==> config.mk <==
export PLATFORM = sky130hd
export DESIGN_NAME = cv32e40p_wb_port_arbiter
export DESIGN_NICKNAME = d
export VERILOG_FILES = /design/src/rtl/cv32e40p_wb_port_arbiter.sv
export SDC_FILE = /design/constraint.sdc
export NUM_CORES = 1
export LEC_CHECK = 0
export BUFFER_PORTS_ARGS = -buffer_cell sky130_fd_sc_hd__buf_2
export CAP_MARGIN = 25
export CORE_UTILIZATION = 45
export DETAILED_ROUTE_END_ITERATION = 7
export PLACE_DENSITY_LB_ADDON = 0.25
export SYNTH_ARGS = -nofsm -noshare
export SYNTH_HDL_FRONTEND = slang
export SYNTH_SLANG_ARGS = --single-unit
==> constraint.sdc <==
create_clock -name clk -period 1.9 [get_ports clk]
set_input_delay 0.19 -clock clk [delete_from_list [all_inputs] [get_ports clk]]
set_output_delay 0.19 -clock clk [all_outputs]
set_load 0.01 [all_outputs]
==> src/rtl/cv32e40p_wb_port_arbiter.sv <==
// cv32e40p_wb_port_arbiter
//
// Shares the single ALU/MULT/CSR register-file write port between EX-stage
// results and X-interface (coprocessor) results. X results are buffered in a
// small FIFO. EX normally has priority. A FIFO that becomes full, or that has
// waited STARVE_LIMIT cycles, forces a DRAIN phase in which EX is stalled.
//
// Optional feature: define WB_ARB_BYPASS_EN to write an X result in the same
// cycle it arrives. This happens only when the FIFO is empty and EX is idle.
//
// Ports:
//   clk, rst_n                  clock, synchronous active-low reset
//   ex_we_i/ex_waddr_i/ex_wdata_i  EX write request
//   ex_stall_o                  EX write not granted this cycle (EX holds)
//   x_valid_i/x_ready_o         X result handshake (valid & ready = push)
//   x_rd_i/x_data_i             X destination register / data
//   wr_we_o/wr_waddr_o/wr_wdata_o  register-file write port
//   x_pending_o                 bit r set while a buffered entry targets x r
module cv32e40p_wb_port_arbiter #(
    parameter int unsigned DEPTH        = 2,
    parameter int unsigned STARVE_LIMIT = 4
) (
    input  logic        clk,
    input  logic        rst_n,
    input  logic        ex_we_i,
    input  logic [5:0]  ex_waddr_i,
    input  logic [31:0] ex_wdata_i,
    output logic        ex_stall_o,
    input  logic        x_valid_i,
    output logic        x_ready_o,
    input  logic [4:0]  x_rd_i,
    input  logic [31:0] x_data_i,
    output logic        wr_we_o,
    output logic [5:0]  wr_waddr_o,
    output logic [31:0] wr_wdata_o,
    output logic [31:0] x_pending_o
);

    localparam int unsigned PW = (DEPTH > 1) ? $clog2(DEPTH) : 1;
    localparam int unsigned CW = $clog2(DEPTH + 1);
    localparam int unsigned SW = $clog2(STARVE_LIMIT + 1);

    localparam logic [CW-1:0] DEPTH_C  = CW'(DEPTH);
    localparam logic [SW-1:0] STARVE_C = SW'(STARVE_LIMIT);
    localparam logic [PW-1:0] PTR_LAST = PW'(DEPTH - 1);

    typedef enum logic {
        EX_PRIO,
        DRAIN
    } state_t;

    state_t         state;
    logic [PW-1:0]  wptr, rptr;
    logic [CW-1:0]  count, count_next;
    logic [SW-1:0]  starve_cnt, starve_next;
    logic [4:0]     fifo_rd   [DEPTH];
    logic [31:0]    fifo_data [DEPTH];
    logic [DEPTH-1:0] ent_valid;

    logic push, pop, bypass;

    // Handshake, pop/push decisions and the write-port mux
    always_comb begin
        x_ready_o = rst_n && (count != DEPTH_C);

        bypass = 1'b0;
`ifdef WB_ARB_BYPASS_EN
        bypass = rst_n && (state == EX_PRIO) && (count == '0) && !ex_we_i &&
                 x_valid_i && (x_rd_i != '0);
`endif

        pop  = rst_n && (count != '0) && ((state == DRAIN) || !ex_we_i);
        // rd==0 completes the handshake but is never stored
        push = x_ready_o && x_valid_i && (x_rd_i != '0) && !bypass;

        wr_we_o    = 1'b0;
        wr_waddr_o = '0;
        wr_wdata_o = '0;
        ex_stall_o = 1'b0;
        if (rst_n) begin
            if ((state == EX_PRIO) && ex_we_i) begin
                wr_we_o    = 1'b1;
                wr_waddr_o = ex_waddr_i;
                wr_wdata_o = ex_wdata_i;
            end else if (pop) begin
                wr_we_o    = 1'b1;
                wr_waddr_o = {1'b0, fifo_rd[rptr]};
                wr_wdata_o = fifo_data[rptr];
            end else if (bypass) begin
                wr_we_o    = 1'b1;
                wr_waddr_o = {1'b0, x_rd_i};
                wr_wdata_o = x_data_i;
            end
            ex_stall_o = (state == DRAIN) && ex_we_i;
        end

        count_next = count + CW'(push) - CW'(pop);

        if ((count == '0) || pop) begin
            starve_next = '0;
        end else if (starve_cnt == STARVE_C) begin
            starve_next = starve_cnt;
        end else begin
            starve_next = starve_cnt + 1'b1;
        end
    end

    // The pending map is taken from stored entries only.
    // It therefore lags push and pop by one cycle.
    always_comb begin
        x_pending_o = '0;
        for (int unsigned i = 0; i < DEPTH; i++) begin
            if (ent_valid[i]) begin
                x_pending_o[fifo_rd[i]] = 1'b1;
            end
        end
    end

    always_ff @(posedge clk) begin
        if (!rst_n) begin
            state      <= EX_PRIO;
            wptr       <= '0;
            rptr       <= '0;
            count      <= '0;
            starve_cnt <= '0;
            ent_valid  <= '0;
        end else begin
            count      <= count_next;
            starve_cnt <= starve_next;

            // A push and a pop never hit the same slot.
            // Push needs the FIFO not full and pop needs it not empty.
            if (push) begin
                ent_valid[wptr] <= 1'b1;
                wptr <= (wptr == PTR_LAST) ? '0 : wptr + 1'b1;
            end
            if (pop) begin
                ent_valid[rptr] <= 1'b0;
                rptr <= (rptr == PTR_LAST) ? '0 : rptr + 1'b1;
            end

            case (state)
                EX_PRIO: if ((count_next == DEPTH_C) || (starve_next == STARVE_C)) state <= DRAIN;
                DRAIN:   if (count_next == '0) state <= EX_PRIO;
                default: state <= EX_PRIO;
            endcase
        end
    end

    always_ff @(posedge clk) begin
        if (push) begin
            fifo_rd[wptr]   <= x_rd_i;
            fifo_data[wptr] <= x_data_i;
        end
    end

endmodule
== Yosys cells after proc, flatten, opt, wreduce, memory -nomap -nowiden ==
Memories as Yosys holds them, arrays and structs flattened. A register that Yosys moved wholly into a read port is not among the register bits.
Cells that the tools add are included.
Cells by class
  magnitude comparators: 8
  $add $sub $neg: 5
  muxes and demuxes: 36
  reduce and logical (&&, ||, !) cells: 19
  equal/unequal tests: 4
  bitwise logic cells: 5
Operators by type and width (number)
  two-way mux 32 bit: 5
  OR 32 bit: 1
  two-way mux 1 bit: 18
  less-than comparator 5 x 6 -> 1 bit, second input constant: 2
  two-way mux 6 bit: 2
  logical AND 1 bit: 11
  demux 1 bit (select 5 bit): 2
  >= comparator 5 x 1 -> 1 bit, second input constant: 2
  equality test 3 bit, second input constant: 2
  two-way mux 2 bit: 3
  two-way mux 3 bit: 2
  two-way mux 5 bit: 1
  nonzero test 5 bit: 1
  logical NOT 2 bit: 2
  less-than comparator 1 x 2 -> 1 bit, second input constant: 2
  adder 3 x 1 -> 3 bit, second input constant: 1
  logical OR 1 bit: 3
  adder 1 bit, second input constant: 2
  adder 2 x 1 -> 2 bit: 1
  AND 2 bit: 1
  demux 1 bit (select 1 bit): 2
  equality test 2 bit, second input constant: 1
  >= comparator 1 bit, second input constant: 2
  != test 2 bit, second input constant: 1
  7 further kinds: 7
Word-level totals
  RAM bits: 74
  register bits: 10
  input bits: 79
  output and inout port bits: 73
  word-level logic and storage cells: 85
  memories kept: 2
Memory list
  fifo_data: depth 2, bits a word 32, read ports 1, clocked after Yosys merged registers in 1, wr ports 1, RTL line 57  | logic [31:0] fifo_data [DEPTH];
  fifo_rd: depth 2, bits a word 5, read ports 3, clocked after Yosys merged registers in 1, wr ports 1, RTL line 56  | logic [4:0] fifo_rd [DEPTH];

== Logic depth before layout (Yosys ltp) ==
Gate-level depths: netlist of run 1.
  word-level depth: 10
  depth in mapped cells: 13
  gate-level depth less buffers: 11

== Least setup slack after synthesis of run 1 ==
OpenSTA, ideal clock, no wires.
  path type: register to register
  from: register count[1]
  to: register state
  slack: -0.233 ns
  library setup time: 0.115 ns
  data required time: 1.785 ns
  stages on the path, launching flop included: 14
  period minus slack after synthesis: 2.133 ns
  arrival: 2.019 ns
  buffers on the path: 2
  cell sequence: dfxtp_1 > nor2_2 > a21oi_4 > nand2_1 > buf_6 > buf_6 > inv_1 > ha_1 > inv_1 > ha_1 > xor2_1 > xnor2_1 > o21ai_0 > o21a_1
Between the ends
  cells in the longest elaborated chain, start to end: 10
  elaborated cells on any way between the ends: 19
  those cells by class: add/sub: 2; eq/ne: 3; mux: 4; reduce/logical: 10
Ends and longest elaborated chain
  start, declared: RTL line 54  | logic [CW-1:0] count, count_next;
  start signal, assigned: RTL line 128  | count <= count_next;
  != test 2 bit: RTL line 64  | x_ready_o = rst_n && (count != DEPTH_C);
  logical AND 1 bit: RTL line 64
  logical AND 1 bit (2 in series): RTL line 74  | push = x_ready_o && x_valid_i && (x_rd_i != '0) && !bypass;
  adder 2 x 1 -> 2 bit: RTL line 97  | count_next = count + CW'(push) - CW'(pop);
  subtractor 2 x 1 -> 2 bit: RTL line 97
  equality test 2 bit: RTL line 143  | EX_PRIO: if ((count_next == DEPTH_C) || (starve_next == STARVE_C)) state <= DRAIN;
  logical OR 1 bit: RTL line 143
  two-way mux 1 bit: RTL line 143
  one-hot mux 1 bit (2 select lines) *: RTL line 142  | case (state)
  end signal, assigned: RTL line 143
  end signal, assigned: RTL line 144  | DRAIN: if (count_next == '0) state <= EX_PRIO;
  end signal, assigned: RTL line 145  | default: state <= EX_PRIO;
  end, declared: RTL line 52  | state_t state;
Every way passes the cells marked *; elsewhere a longest branch is shown, timed or not.
A chain may end at the register's enable or synchronous reset.

== Worst setup path after layout of run 1 ==
Same ends and word-level chain as after synthesis.

==> parameters.txt, run 1 <==
Parameter                              Value

Outcome
  Outcome    complete, but fails checks
  Violations in the final reports    negative setup slack

Setup path
  Endpoint type of the worst setup path    flop
  Critical Setup Path Class    reg2reg
  Worst setup SP type    flop
  Worst setup path startpoint    count[1]$_SDFF_PN0_
  WP data arrival    2.16 ns
  Required time of the critical path    roughly 2.1 ns
  Reg2Reg Launch Point    count[1]$_SDFF_PN0_
  Maximum fanout count along the critical path    4
  Register-to-register setup slack    -0.02 ns

GRT
  Antenna violations before repair    0
  Vias in the first global route    3176
  Pin count of the biggest net entering global routing    38
  Gr usage total    19.95%
  Final global-route overflow total    0
  First-pass GRT wire length    approximately 15000 um

Detailed routing
  Starting DRC count in detailed routing    about 110
  Average via count per standard cell    approximately 5.3
  Vias    3271
  Remaining DRCs    0
  Routed Wire Length    ~9400 um
  Antenna Nets Post-Route    0
  DRT Pass-1 Iters    4
  Average wire per standard cell    15.31 um

Layout
  Layout cell share with drive strength beyond 1    47.52%
  Post-layout util    roughly three fifths
  Final Net Count    roughly 580
  Number of antenna cells inserted    0
  Final std cells w/o fill    around 610
  P&R area growth vs syn    33.36%
  Final design area excluding fillers    about 0.0054 sq mm

Pwr
  Sequential group share of total power    roughly 47%
  Net load switching power    1.427 mW
  Internal cell power    approximately 3.4 mW
  Peak supply drop    0.5201 mV
  Total power divided by cell area    between 800 and 900 mW/mm^2
  Clock power frac    about 27%
  Static power due to leakage    approximately 2.2 nW
  Logic pwr share    a little over a quarter
  Switching Share    ~30%

Timing
  RSZ-0062 raised after global routing    true
  Final setup violating endpoints    1
  Maximum clock rate    approximately 520 MHz
  Post-route worst setup slack    -0.01749 ns
  Fin Clk Skew    ~0.013 ns
  Max Slew Vio Count    0
  Worst Max-Slew Pin Slew    0.3755 ns
  Slew margin rel.    74.89%
  Share of the clock period used by the worst path    100.9%
  Time the final worst path needs with I/O delays and setup    around 1.9 ns
  Final hold viol count    0

Floorplan
  Height of the chip    96.83 um
  Number of top-level pins    around 150
  Initial standard-cell utilization of the core    46.40%
  Standard cell core area    about 0.0087 sq mm
  Die area    roughly 0.0094 sq mm
  Horizontal die dimension    about 97 um
  Std-Cell Rows    34

Synthesis
  Avg Synthesized Cell Area    between 10 and 15 sq um
  Fraction of synthesized cell area taken by the top area cell type    a little over half
  Number of standard cells after synthesis    ~330
  Number of warnings printed during yosys synthesis    0
  Post-synthesis share of cell area spent on xor and xnor gates    less than 1%
  Net count of the mapped netlist    roughly 410
  Sequential cell area fraction in the yosys report    roughly three fifths
  Cell area after synthesis    slightly above 0.004 sq mm
  Number of enable-type register cells in the synthesized netlist    between 70 and 80
  Synth cell types    36
  Largest family of logic cells by synthesized area    compound AO/OA/AOI/OAI gates
  Async set-reset flop share out of synthesis    0%
  Biggest area contributors in the synthesized netlist    sky130_fd_sc_hd__edfxtp_1 (55%), sky130_fd_sc_hd__mux2i_1 (9.2%), sky130_fd_sc_hd__dfxtp_1 (5.4%), sky130_fd_sc_hd__o22ai_1 (5.1%), sky130_fd_sc_hd__nand2_1 (4.3%)
  Share of cell area taken by muxes after synthesis    9.153%
  Basic-gate share of the synthesized area counting and, or, nand and nor cells    roughly 11%
  Area fraction in compound gates after synthesis    a little over an eighth
  Commonest register cell after synthesis    sky130_fd_sc_hd__edfxtp_1
  Post-synthesis adder-cell area fraction    under 10%
  Post-synthesis cell type with the largest combined area    sky130_fd_sc_hd__edfxtp_1
  Register bit count reported by yosys    85

Clock network
  Num CTS Buffers    9
  Buffer levels on the longest clock path    2
  Total number of clock tree sinks    85
  Clock-pin slew reported for the worst setup and hold paths after clock tree synthesis    roughly 0.090 ns
  Cell chosen for the clock root    sky130_fd_sc_hd__clkbuf_8
  Number of levels the H-tree was split into    3
  Clock insertion delay at the later pin of the skew report    between 0.3 and 0.4 ns
  TritonCTS clock tree    built

Placement
  GP Congestion    approximately 0.83
  Number of port buffers    151
  DP Wirelength    6575 um
  Placement-stage cell area    ~0.0050 sq mm
  Number of instances in the placed design    582

Min path
  Worst Hold Launch    x_data_i[6]
  Type of the tightest min-delay check    in2reg

Job
  Maximum Capacitance Violations    0
==> repair_timing <==
item | in CTS | in global routing
setup endpoints to repair | 50 | 35
pin swaps | 1 | 10
resized for setup | 7 | 14
hold endpoints to repair | 3 | 0
setup buffers | 8 | 4
hold buffers | 3 | 0
==> cell type report <==
class                           count  area, sq um
Sequential cell                    85         2452
Inverter                            9        36.28
Fill cell                         691         3324
Multi-Input combinational cell    215         1521
Timing Repair Buffer              180         1050
Clock inverter                      7        77.57
Clock buffer                        9        123.9
Tap cell                          108        135.1
==> sequential cells by signal (all words and copies together), names as in the netlist, named ones only <==
name and cells:
starve_cnt 3, wptr 1, state 1, fifo_data 64, fifo_rd 10, rptr 1
count 2, ent_valid 2
==> worst paths after layout <==
check | to | depth (start not counted)
hold / removal | fifo_data[0][6]$_DFFE_PP_ | 1
setup / recovery | state$_SDFF_PN0_ | 11
hold reg to reg | ent_valid[1]$_SDFF_PN0_ | 2
setup reg to reg | state$_SDFF_PN0_ | 11
==> synthesized netlist by cell type (3+ instances only) <==
cell type	instances
sky130_fd_sc_hd__xnor2_1	3
sky130_fd_sc_hd__mux2i_1	37
sky130_fd_sc_hd__or3b_2	5
sky130_fd_sc_hd__dfxtp_1	11
sky130_fd_sc_hd__nand3_1	5
sky130_fd_sc_hd__nor2_1	11
sky130_fd_sc_hd__clkbuf_2	4
sky130_fd_sc_hd__inv_1	8
sky130_fd_sc_hd__nand2_1	46
sky130_fd_sc_hd__clkbuf_1	6
sky130_fd_sc_hd__edfxtp_1	74
sky130_fd_sc_hd__ha_1	4
sky130_fd_sc_hd__o21ai_0	21
sky130_fd_sc_hd__o21ai_2	19
sky130_fd_sc_hd__buf_6	3
sky130_fd_sc_hd__o22ai_1	33
sky130_fd_sc_hd__nand3b_1	11
sky130_fd_sc_hd__buf_2	5
==> stage by stage <==
step           setup WS (ns)  hold slack, ns  power [mW]  setup TNS (ns)
2_1_floorplan        -0.1700          0.2889       3.050         -0.1700
3_3_place_gp         0.02495          0.3769       3.461               0
3_5_place_dp        -0.06956          0.3811       3.495        -0.06956
4_1_cts             0.001440      0.00004213       4.802               0
5_1_grt             -0.08827        0.002014       5.034         -0.9338
6_report            -0.01749         0.02040       4.805        -0.01749
==> worst max-delay path, stage by stage, from the launching register on <==
cell,delay (ns)
sky130_fd_sc_hd__dfxtp_4,0.37
sky130_fd_sc_hd__nor2_4,0.15
sky130_fd_sc_hd__a21oi_4,0.05
sky130_fd_sc_hd__nand2_2,0.08
sky130_fd_sc_hd__inv_2,0.05
sky130_fd_sc_hd__ha_4,0.25
sky130_fd_sc_hd__inv_2,0.03
sky130_fd_sc_hd__ha_2,0.16
sky130_fd_sc_hd__xor2_1,0.16
sky130_fd_sc_hd__xnor2_1,0.22
sky130_fd_sc_hd__o21ai_1,0.10
sky130_fd_sc_hd__o21a_1,0.19
==> cell usage in the layout (no fill, tap or decap), drive strengths merged <==
cell / synthesis / routed
a21oi: 2 / 2
a31oi: 1 / 1
and2: 2 / 2
and3: 1 / 1
and4: 2 / 2
buf: 10 / 176
bufinv: 0 / 1
clkbuf: 10 / 10
clkinv: 0 / 1
clkinvlp: 0 / 1
dfxtp: 11 / 11
dlygate4sd3: 0 / 3
edfxtp: 74 / 74
ha: 4 / 4
inv: 9 / 13
mux2i: 37 / 37
nand2: 46 / 46
nand3: 5 / 5
nand3b: 11 / 11
nor2: 12 / 12
nor3: 1 / 1
nor4b: 1 / 1
o211a: 1 / 1
o21a: 2 / 2
o21ai: 40 / 40
o221a: 1 / 1
o22ai: 33 / 33
or2: 1 / 1
or3: 2 / 2
or3b: 6 / 6
xnor2: 3 / 3
xor2: 1 / 1
==> routing by layer <==
layer	vias to the layer above	GRT usage, %	share of wire (%)
met5	-	0	0
met4	0	8.381	2.0
met3	19	5.636	6.3
met2	146	35.86	51
met1	1519	21.94	41
li1	1587	-	-
==> logic make-up after synthesis <==
kind of cell               after synthesis
buffers and inverters                   29
xor gates and xnor gates                 4
adders and majority gates                4
DFF                                     85
and+or+nand+nor                         90
AOI/OAI and AO/OA                       80
muxes                                   37
==> power by group through the flow <==
stage          combinational (mW)  clock (mW)  sequential [mW]
6_report                     1.27        1.29             2.25
5_1_grt                      1.37        1.39             2.27
4_1_cts                      1.23        1.32             2.25
3_5_place_dp                 1.20           0             2.29
3_3_place_gp                 1.18           0             2.28
2_1_floorplan               0.785           0             2.27
Power figures use the tool's default switching activity.
==> run 2, diff against run 1 <==
MAX_ROUTING_LAYER = met4   (was default)
clock period = 1.55 ns   (was 1.9 ns; I/O delays follow)
==> parameters.txt, run 2 (same netlist as run 1, synthesis figures left out) <==
Parameter                              Value

Timing
  Post-Route Setup TNS    -12.00 ns
  Final hold viol count    0
  Worst Max-Slew Pin Slew    0.4154 ns
  Share of the clock period used by the worst path    120.9%
  Fin Clk Skew    ~0.009 ns
  Max Slew Vio Count    0
  Time the final worst path needs with I/O delays and setup    1.874 ns
  RSZ-0062 raised after global routing    true
  Slew margin rel.    a little under three quarters
  Final setup violating endpoints    a little under 90
  Post-route worst hold slack    about 0.1 ns
  Post-route worst setup slack    -0.3244 ns
  Maximum clock rate    533.5 MHz

Layout
  Number of flip-flops in the largest register    64
  Final std cells w/o fill    slightly below 700
  Layout cell share with drive strength beyond 1    between 60% and 70%
  Final design area excluding fillers    slightly below 0.007 sq mm
  Largest regs    fifo_data x64, fifo_rd x10, starve_cnt x3
  Most common cell after layout, fill and taps aside    sky130_fd_sc_hd__buf_2
  # fillers    about 540
  Most used cells in the layout excluding fill and tap cells    sky130_fd_sc_hd__buf_2 (149), sky130_fd_sc_hd__edfxtp_1 (74), sky130_fd_sc_hd__buf_4 (40)
  Number of antenna cells inserted    0
  Post-layout util    approximately 77%
  Final Net Count    660
  P&R area growth vs syn    66.48%
  Top reg by flops    fifo_data

Setup path
  Endpoint type of the worst setup path    flop
  WP data arrival    ~2.1 ns
  Required time of the critical path    1.79 ns
  Worst reg-to-reg path cell count    10
  Maximum fanout count along the critical path    3
  Worst setup SP type    flop
  Reg2Reg Launch Point    count[0]$_SDFF_PN0_
  RR Endpoint    state$_SDFF_PN0_
  Register-to-register setup slack    -0.32 ns
  Critical Setup Path Class    reg2reg

Detailed routing
  Average via count per standard cell    ~5.3
  Starting DRC count in detailed routing    152
  Vias    ~3700
  DRT Pass-1 Iters    4
  Average wire per standard cell    ~18 um
  Remaining DRCs    0
  Antenna Nets Post-Route    0
  Routed Wire Length    roughly 12000 um

Min path
  Type of the tightest min-delay check    in2reg
  Worst Hold Launch    x_rd_i[1]
  Worst hold path stage count    2
  Hold worst-path end    fifo_rd[0][1]$_DFFE_PP_

Clock network
  Cell chosen for the clock root    sky130_fd_sc_hd__clkbuf_8
  Buffer levels on the longest clock path    2
  TritonCTS clock tree    built
  Clock insertion delay at the later pin of the skew report    around 0.34 ns
  Number of levels the H-tree was split into    3
  Total number of clock tree sinks    between 80 and 90
  Num CTS Buffers    9
  Clock-pin slew reported for the worst setup and hold paths after clock tree synthesis    about 0.090 ns

Floorplan
  Std-Cell Rows    34
  Standard cell core area    slightly below 0.009 sq mm
  Initial standard-cell utilization of the core    between 40% and 50%
  Height of the chip    between 90 and 100 um
  Die area    roughly 0.0094 sq mm
  Horizontal die dimension    a little under 100 um
  Number of top-level pins    about 150

Placement
  Number of instances in the placed design    607
  Number of port buffers    151
  DP Wirelength    6718 um
  GP Congestion    approximately 0.88
  Dpl ws    -0.3322 ns
  Placement-stage cell area    approximately 0.0053 sq mm

GRT
  First-pass GRT wire length    16320 um
  Vias in the first global route    between 3000 and 4000
  Pin count of the biggest net entering global routing    38
  Gr usage total    between 20% and 30%
  Final global-route overflow total    0
  Antenna violations before repair    0

Outcome
  Violations in the final reports    negative setup slack
  Outcome    complete, but fails checks

Pwr
  Peak supply drop    between 0.6 and 0.7 mV
  Total power divided by cell area    1017 mW/mm^2
  Static power due to leakage    2.754 nW
  Overall power of the completed layout    roughly 6.8 mW

Job
  Maximum Capacitance Violations    0
## run 2: power breakdown
| group | switching (mW) | leakage (nW) | internal (mW) |
|---|---|---|---|
| Combinational | 1.14 | 1.87 | 1.20 |
| Clock | 0.812 | 0.109 | 0.925 |
| Sequential | 0.112 | 0.771 | 2.67 |
| Total | 2.06 | 2.75 | 4.79 |
## run 2: worst max-delay path by stage
stage / startpoint / endpoint / slack, ns / cells past startpoint
finish: count[0]$_SDFF_PN0_ / state$_SDFF_PN0_ / -0.32 / 10
global route: count[0]$_SDFF_PN0_ / state$_SDFF_PN0_ / -0.38 / 10
CTS: count[1]$_SDFF_PN0_ / state$_SDFF_PN0_ / -0.25 / 11
detailed placement: count[0]$_SDFF_PN0_ / state$_SDFF_PN0_ / -0.33 / 10
global placement: count[0]$_SDFF_PN0_ / state$_SDFF_PN0_ / -0.28 / 10
floorplan: count[0]$_SDFF_PN0_ / state$_SDFF_PN0_ / -0.46 / 13
## run 2: per-layer routing
layer,share of wire (%),routed length (um),global-route usage (%),vias up
li1,-,-,-,1739
met1,38,4727,24.09,1780
met2,55,6875,41.01,151
met3,4.7,583,3.251,20
met4,1.9,235,9.759,0
met5,0,0,-,-
## run 2: cell type report
cell class | count | area [sq um] | area share, %
clock buffer | 10 | 127.6 | 1.894
sequential | 85 | 2455 | 36.44
inverter | 9 | 38.79 | 0.5758
timing repair buffer | 257 | 1971 | 29.25
tap | 108 | 135.1 | 2.006
multi-input combinational | 215 | 1913 | 28.40
clock inverter | 6 | 96.34 | 1.430
## run 2: worst max-delay path, cell delays in order (launching register included)
cell and delay [ns]:
sky130_fd_sc_hd__dfxtp_4 0.39, sky130_fd_sc_hd__inv_4 0.04, sky130_fd_sc_hd__a21oi_4 0.16, sky130_fd_sc_hd__nand3_2 0.12, sky130_fd_sc_hd__ha_4 0.28, sky130_fd_sc_hd__inv_2 0.04, sky130_fd_sc_hd__ha_4 0.16, sky130_fd_sc_hd__xor2_4 0.15
sky130_fd_sc_hd__xnor2_2 0.18, sky130_fd_sc_hd__o21ai_1 0.08, sky130_fd_sc_hd__o21a_1 0.17
## run 2: what timing repair did
item                                   4_1_cts  5_1_grt
buffers inserted                            16       14
hold buffers                                30        2
gates cloned                                 1        8
setup endpoints to repair                   99       78
pin swaps                                   25       44
endpoints found under the hold margin       59        4
gates resized for setup                     44       90
